### src/rtl/arb_types.sv
// Shared types for the memory arbiter: FSM state encoding and grant identity.
package arb_types;

  typedef enum logic [1:0] {
    IDLE    = 2'd0,
    I_SERVE = 2'd1,
    D_SERVE = 2'd2,
    RESP    = 2'd3
  } arb_state_t;

  typedef enum logic {
    ICACHE = 1'b0,
    DCACHE = 1'b1
  } grant_t;

endpackage

### src/rtl/arb_select.sv
// Tie-break between icache and dcache requests. Define ARB_DCACHE_PRIORITY_EN
// to make the dcache win every tie; otherwise ties alternate against last_grant.
module arb_select
  import arb_types::*;
(
  input  logic   i_req,
  input  logic   d_req,
  input  grant_t last_grant,
  output grant_t grant
);

`ifdef ARB_DCACHE_PRIORITY_EN
  localparam bit DCACHE_PRIO = 1'b1;
`else
  localparam bit DCACHE_PRIO = 1'b0;
`endif

  always_comb begin
    grant = ICACHE;
    if (i_req && d_req) begin
      grant = (DCACHE_PRIO || last_grant == ICACHE) ? DCACHE : ICACHE;
    end else if (d_req) begin
      grant = DCACHE;
    end
  end

endmodule

### src/rtl/mem_arbiter.sv
// Arbitrates icache and dcache line transactions onto one physical memory port.
// Tie policy is selected by ARB_DCACHE_PRIORITY_EN (see arb_select).
module mem_arbiter
  import arb_types::*;
#(
  parameter int LINE_W = 256,
  parameter int ADDR_W = 32
) (
  input  logic              clk,
  input  logic              rst,
  input  logic              i_pmem_read,
  input  logic [ADDR_W-1:0] i_pmem_address,
  output logic [LINE_W-1:0] i_pmem_rdata,
  output logic              i_pmem_resp,
  input  logic              d_pmem_read,
  input  logic              d_pmem_write,
  input  logic [ADDR_W-1:0] d_pmem_address,
  input  logic [LINE_W-1:0] d_pmem_wdata,
  output logic [LINE_W-1:0] d_pmem_rdata,
  output logic              d_pmem_resp,
  output logic              pmem_read,
  output logic              pmem_write,
  output logic [ADDR_W-1:0] pmem_address,
  output logic [LINE_W-1:0] pmem_wdata,
  input  logic [LINE_W-1:0] pmem_rdata,
  input  logic              pmem_resp,
  output arb_state_t        dbg_state
);

  // Handshake: a cache holds its request level until it sees its one-cycle
  // *_resp; memory holds pmem_read/pmem_write until pmem_resp is sampled high.

  arb_state_t state;
  grant_t     last_grant;
  grant_t     sel;
  logic       i_req;
  logic       d_req;

  assign i_req     = i_pmem_read;
  assign d_req     = d_pmem_read | d_pmem_write;
  assign dbg_state = state;

  arb_select u_select (
    .i_req      (i_req),
    .d_req      (d_req),
    .last_grant (last_grant),
    .grant      (sel)
  );

  always_ff @(posedge clk) begin
    if (rst) begin
      state        <= IDLE;
      last_grant   <= ICACHE;
      pmem_read    <= 1'b0;
      pmem_write   <= 1'b0;
      pmem_address <= '0;
      pmem_wdata   <= '0;
      i_pmem_rdata <= '0;
      d_pmem_rdata <= '0;
      i_pmem_resp  <= 1'b0;
      d_pmem_resp  <= 1'b0;
    end else begin
      i_pmem_resp <= 1'b0;
      d_pmem_resp <= 1'b0;
      case (state)
        IDLE: begin
          if (i_req || d_req) begin
            last_grant <= sel;
            if (sel == DCACHE) begin
              // A write wins over a simultaneous (illegal) read request.
              state        <= D_SERVE;
              pmem_address <= d_pmem_address;
              pmem_wdata   <= d_pmem_wdata;
              pmem_write   <= d_pmem_write;
              pmem_read    <= ~d_pmem_write;
            end else begin
              state        <= I_SERVE;
              pmem_address <= i_pmem_address;
              pmem_write   <= 1'b0;
              pmem_read    <= 1'b1;
            end
          end
        end
        I_SERVE, D_SERVE: begin
          if (pmem_resp) begin
            pmem_read  <= 1'b0;
            pmem_write <= 1'b0;
            state      <= RESP;
            if (state == I_SERVE) begin
              i_pmem_rdata <= pmem_rdata;
              i_pmem_resp  <= 1'b1;
            end else begin
              d_pmem_rdata <= pmem_rdata;
              d_pmem_resp  <= 1'b1;
            end
          end
        end
        RESP:    state <= IDLE;
        default: state <= IDLE;
      endcase
    end
  end

  a_no_dcache_rd_wr: assert property (@(posedge clk) disable iff (rst)
    !(d_pmem_read && d_pmem_write));

endmodule

### config.mk
export PLATFORM = sky130hd
export DESIGN_NAME = mem_arbiter
export DESIGN_NICKNAME = d
export VERILOG_FILES = /design/src/rtl/arb_types.sv /design/src/rtl/arb_select.sv /design/src/rtl/mem_arbiter.sv
export SDC_FILE = /design/constraint.sdc
export NUM_CORES = 2
export LEC_CHECK = 0
export ABC_CLOCK_PERIOD_IN_PS = 3400
export CAP_MARGIN = 20
export CORE_AREA = 2 2 534 536
export DETAILED_ROUTE_END_ITERATION = 12
export DIE_AREA = 0 0 536 538
export DONT_BUFFER_PORTS = 1
export GPL_TIMING_DRIVEN = 1
export HOLD_SLACK_MARGIN = 0.08
export PLACE_DENSITY = 0.3
export SETUP_SLACK_MARGIN = 0.02
export SLEW_MARGIN = 20
export SYNTH_ARGS = -nofsm -noshare
export SYNTH_HDL_FRONTEND = slang
export SYNTH_SLANG_ARGS = --single-unit
### constraint.sdc
create_clock -name clk -period 3.4 [get_ports clk]
set_input_delay 0.51 -clock clk [delete_from_list [all_inputs] [get_ports clk]]
set_output_delay 0.51 -clock clk [all_outputs]
set_load 0.05 [all_outputs]
---- Word-level counts from Yosys, hierarchy flattened ----
Cells that the tools add are included.
Widths: inputs -> output; s select.
storage, ports and cells
  flip-flop bits (word level) ............. 807
  output and inout bits ................... 806
  logic and storage cells ................. 49
operators by class
  equality and inequality tests ........... 5
  mux-type cells .......................... 17
  bitwise logic cells ..................... 5
  reductions and logical operators ........ 12
operator list
  operator            count
  $mux 32             1
  $reduce_and 3->1    4
  $mux 1              10
  $mux 2              3
  $pmux 2 s3          1
  $eq 2x2->1 const B  2
  $ne 2x2->1 const B  2
  $not 1->1           4
  $pmux 1 s2          2
  $reduce_and 2->1    2
  $reduce_or 3->1     1
  $eq 2x1->1 const B  1
  $logic_not 2->1     1
  $reduce_bool 2->1   1
  $reduce_or 2->1     1
  $logic_and 1x1->1   1
  $logic_or 1x1->1    1
  $or 1x1->1          1

---- Depth between registers and ports, before layout ----
  depth after elaboration ................. 6
  gate-level depth with buffers ........... 9

---- Modules after synthesis ----
Synthesis repeated with hierarchy kept, for this count alone.
second synthesis, totals
  cell total of the unflattened synthesis .. 3517
  area total of the unflattened synthesis .. 27946.8 um^2
by module, submodules not included
  module       times used  cells an instance  area an instance (um^2)  sequential area each (um^2)
  mem_arbiter  1           3516               27935.5                  16155.5
  arb_select   1           1                  11.3                     0.0

---- Least setup slack after synthesis ----
Ideal clock, no wire load.
  path type ............................... register -> register
  start point ............................. register state[1] (netlist: dbg_state[1])
  end point ............................... register d_pmem_rdata[215]
  setup time .............................. 0.070 ns
  arrival ................................. 2.010 ns
  required time ........................... 3.330 ns
  setup slack ............................. 1.319 ns
  stages on the path, launching flop included .. 10
  path buffers ............................ 4
  period minus slack after synthesis ...... 2.081 ns
  cell sequence ........................... dfxtp_1 -> inv_1 -> ha_1 -> buf_2 -> and3b_1 -> clkbuf_1 -> buf_2 -> buf_2 -> nand2_1 -> a21oi_1
between the ends
  cells in the longest elaborated chain, start to end .. 3
  elaborated cells on any way between the ends .. 5
  classes of those cells .................. 2 x eq/ne; 1 x bitwise; 2 x reduce/logical
RTL lines
  item                                          RTL line                              RTL
  start: declaration                            mem_arbiter.sv:33                     arb_state_t state;
  start signal: assignment                      mem_arbiter.sv:52                     state <= IDLE;
  start signal: assignment                      mem_arbiter.sv:71                     state <= D_SERVE;
  start signal: assignment                      mem_arbiter.sv:77                     state <= I_SERVE;
  $eq 2x1->1 or $eq 2x2->1 (tied branches)      mem_arbiter.sv:65, mem_arbiter.sv:89
  $reduce_or 2->1 or $not 1->1 (tied branches)  -
  $reduce_and 3->1 (no line) (*)                -
  end signal: assignment                        mem_arbiter.sv:93                     d_pmem_rdata <= pmem_rdata;
  end: declaration                              mem_arbiter.sv:19                     output logic [LINE_W-1:0] d_pmem_rdata,
Every way passes the cells marked *; elsewhere a longest branch is shown, timed or not.
A chain may end at the register's enable or synchronous reset.

---- Worst setup path after layout ----
  start point ............................. register state[1] (netlist: dbg_state[1])
  end point ............................... register state[1] (netlist: dbg_state[1])
between the ends
  cells in the longest elaborated chain, start to end .. 4
  elaborated cells on any way between the ends .. 9
  classes of those cells .................. 5 x eq/ne; 1 x mux; 3 x reduce/logical
RTL lines
  item                                      RTL line           RTL
  $eq 2x1->1 or $eq 2x2->1 (tied branches)  mem_arbiter.sv:65  case (state)
  $reduce_or 2->1                           mem_arbiter.sv:65
  $ne 2x2->1 (no line)                      -
  $reduce_and 2->1 (no line)                -
Parallel ways exist; a longest one is shown, timed or not.

==> results.ini <==
[run_status]
status = complete, no violations

[sta]
setup_slack_ps = 264.6
setup_viol = 0
hold_viol_final = 0
slew_violations = 0
timing.final.crit_share_pct = 92.22
period_needed_ps = 3135
finalSetupTns_ps = 0
fin_worst_skew_ps = 65.96
slew_headroom_pct = 25.71
holdWs_ps = 146.3
fmax_mhz = 318.9
rsz0062_at_grt = no
tightestPinTransition_ps = 1114

[synth]
synth_area_leaders = dfxtp_1 (56%), nand2_1 (14%), a21oi_1 (13%), o21ai_0 (4.5%), nand3_1 (4.4%)
seq_area_frac_synth_pct = 55.99
synth-edff-count = 0
synth.avg_cell_area_sq_um = 8.000
ys_seq_elements = 807
syn-cell-area_sq_um = 28860
yosysWarnings = 0
synthArstFlopShare_pct = 0
synth_most_common_cell = nand2_1
postSynthNetCount = 4192
netlist_instances = 3607
yosysTopAreaCell = dfxtp_1
synth_top_flop_cell = dfxtp_1
synth_common_cells = nand2_1 (1092), dfxtp_1 (807), a21oi_1 (772)
yosys.cell_types.count = 34
synth_top_area_share_pct = 55.99

[grt]
grt_remaining_overflow = 0
grt_usage_pct = 12.20
grt_pass1_wl_microns = 245800
grt_max_degree = 176
grt_pass1_vias = 27341
antenna_found_initial = 133

[worst_setup_path]
reg2reg_slack_ps = 260
cp_top_family = buffers and inverters
cp_num_buf_inv = 4
crit_arrival_ps = 3880
reg2reg_to = dbg_state[1]
rr_startpoint = dbg_state[1]
crit_path_frequent_cell = dlygate4sd3_1
path_cells = buf_4 > inv_1 > ha_4 > nor4b_2 > dlygate4sd3_1 > a21oi_1 > a211oi_1 > dlygate4sd3_1
crit_slowest_cell = dlygate4sd3_1
end_kind = register
cp-start-kind = register
critical-path-max-stage-delay_ps = 690
reg2reg_depth = 8
required_ps = 4150
critPathKind = reg -> reg
path_max_fanout = 20

[drt]
final_antenna_net_count = 0
drt_iter0_drc = 1479
wire_per_inst_microns = 23.56
route.detailed.drc = 0
firstDrtPassIters = 5
num_vias = 28395
totalWireLength_microns = 187100
vias_per_cell = 3.576

[die]
row_count = 196
initial_core_util_pct = 10.19
core_sq_um = 283200
die_x_microns = 536
ios = 1388
dieArea_sq_um = 288400
fp.dieH_microns = 538

[clocking]
postCtsHoldBufs = 582
cts_made_buffers = 104
postCtsSetupBuffers = 0
clock_latency_ps = 800
clockBufferDepth = 4
cts.sinks = 807
clk_pin_slew_ps = 60
htree_num_levels = 3
root_buffer = clkbuf_16
tritoncts = done
cts.repair.resized = 0

[cells_and_area]
syn_to_final_growth_pct = 47.72
drive_gt1_share_pct = 6.363
nets = 4640

[pwr]
ir_drop_uv = 461.9
leakage_uw = 0.01402
p_per_area_nw_per_um2 = 938.3

[placed_design]
numPortBuffers = 0
dpl.hpwl_microns = 147500
gp_congestion = 0.8238
place_ws_ps = 974.2

[min_path]
hold_depth = 2
hold_path.class = in -> reg
min_to = i_pmem_rdata[219]
hold_start = rst

[flow_run]
cap_violations = 0

report_power, final:
part	internal, uW	switching [uW]	total (uW)
Combinational	2670	4980	7650
Sequential	11500	9300	20800
Clock	6990	4600	11600
layer usage:
layer / wire [microns] / global-route usage (%) / vias up
li1: - / - / 13103
met1: 70300 / 13.31 / 13559
met2: 90970 / 21.27 / 1338
met3: 19190 / 5.127 / 347
met4: 6349 / 3.839 / 48
met5: 320 / 0 / -
cells in the final DEF, fill, tap and decap left out, types with 23 or more instances in the layout:
master,Yosys,layout
o21ai_0,258,258
diode_2,0,46
buf_4,18,65
nand2_1,1092,1091
buf_12,0,23
a21oi_1,772,772
clkbuf_1,205,24
nand3_1,256,256
nor2_1,32,32
a311oi_1,32,32
dlygate4sd3_1,0,581
clkbuf_16,0,105
clkbuf_8,0,26
dfxtp_1,807,807
layout make-up:
cell class                      instances  area, sq um
Fill cell                           32319       240600
Sequential cell                       807        16160
Multi-Input combinational cell       2465        11200
Timing Repair Buffer                  674         6902
Tap cell                             3762         4707
Clock buffer                          155         3075
Clock inverter                         29        450.4
Antenna cell                           46        115.1
Inverter                                3        18.77
stage by stage:
stage / std cells / area [sq um] / util [%] / power (uW)
finish: 7941 / 42620 / 15.05 / 40000
global route: 7918 / 42570 / 15.03 / 41890
CTS: 7895 / 42510 / 15.01 / 40770
detailed placement: 7129 / 33140 / 11.70 / 27920
global placement: 7125 / 33030 / 11.66 / 27700
floorplan: 3607 / 28860 / - / 24010
registers in the layout, summed over array words and instances, names as in the netlist:
| name | cells |
|---|---|
| dbg_state | 2 |
| pmem_read | 1 |
| i_pmem_resp | 1 |
| pmem_write | 1 |
| d_pmem_resp | 1 |
| pmem_address | 32 |
| i_pmem_rdata | 256 |
| pmem_wdata | 256 |
| last_grant | 1 |
| d_pmem_rdata | 256 |
cell families (layout without fill, tap and decap cells):
group	after synthesis	in the layout	share of synthesized area [%]
flip-flops	807	807	55.99
AO/OA/AOI/OAI	1071	1071	19.18
other	0	46	0
multiplexers	1	1	0.03469
buffers and inverters	335	861	5.329
AND/OR/NAND/NOR	1390	1390	19.33
adder cells (fa/ha/maj)	3	3	0.1301
worst max path at each step:
stage               cells after the start    startpoint  slack, ps                end
floorplan                               9  dbg_state[1]       1320  d_pmem_rdata[215]
global placement                        8  dbg_state[1]        970  d_pmem_rdata[170]
detailed placement                      8  dbg_state[1]        970  d_pmem_rdata[170]
CTS                                     8  dbg_state[1]        330       dbg_state[1]
global route                            8  dbg_state[1]        100       dbg_state[1]
finish                                  8  dbg_state[1]        260       dbg_state[1]
Power figures use the tool's default switching activity.
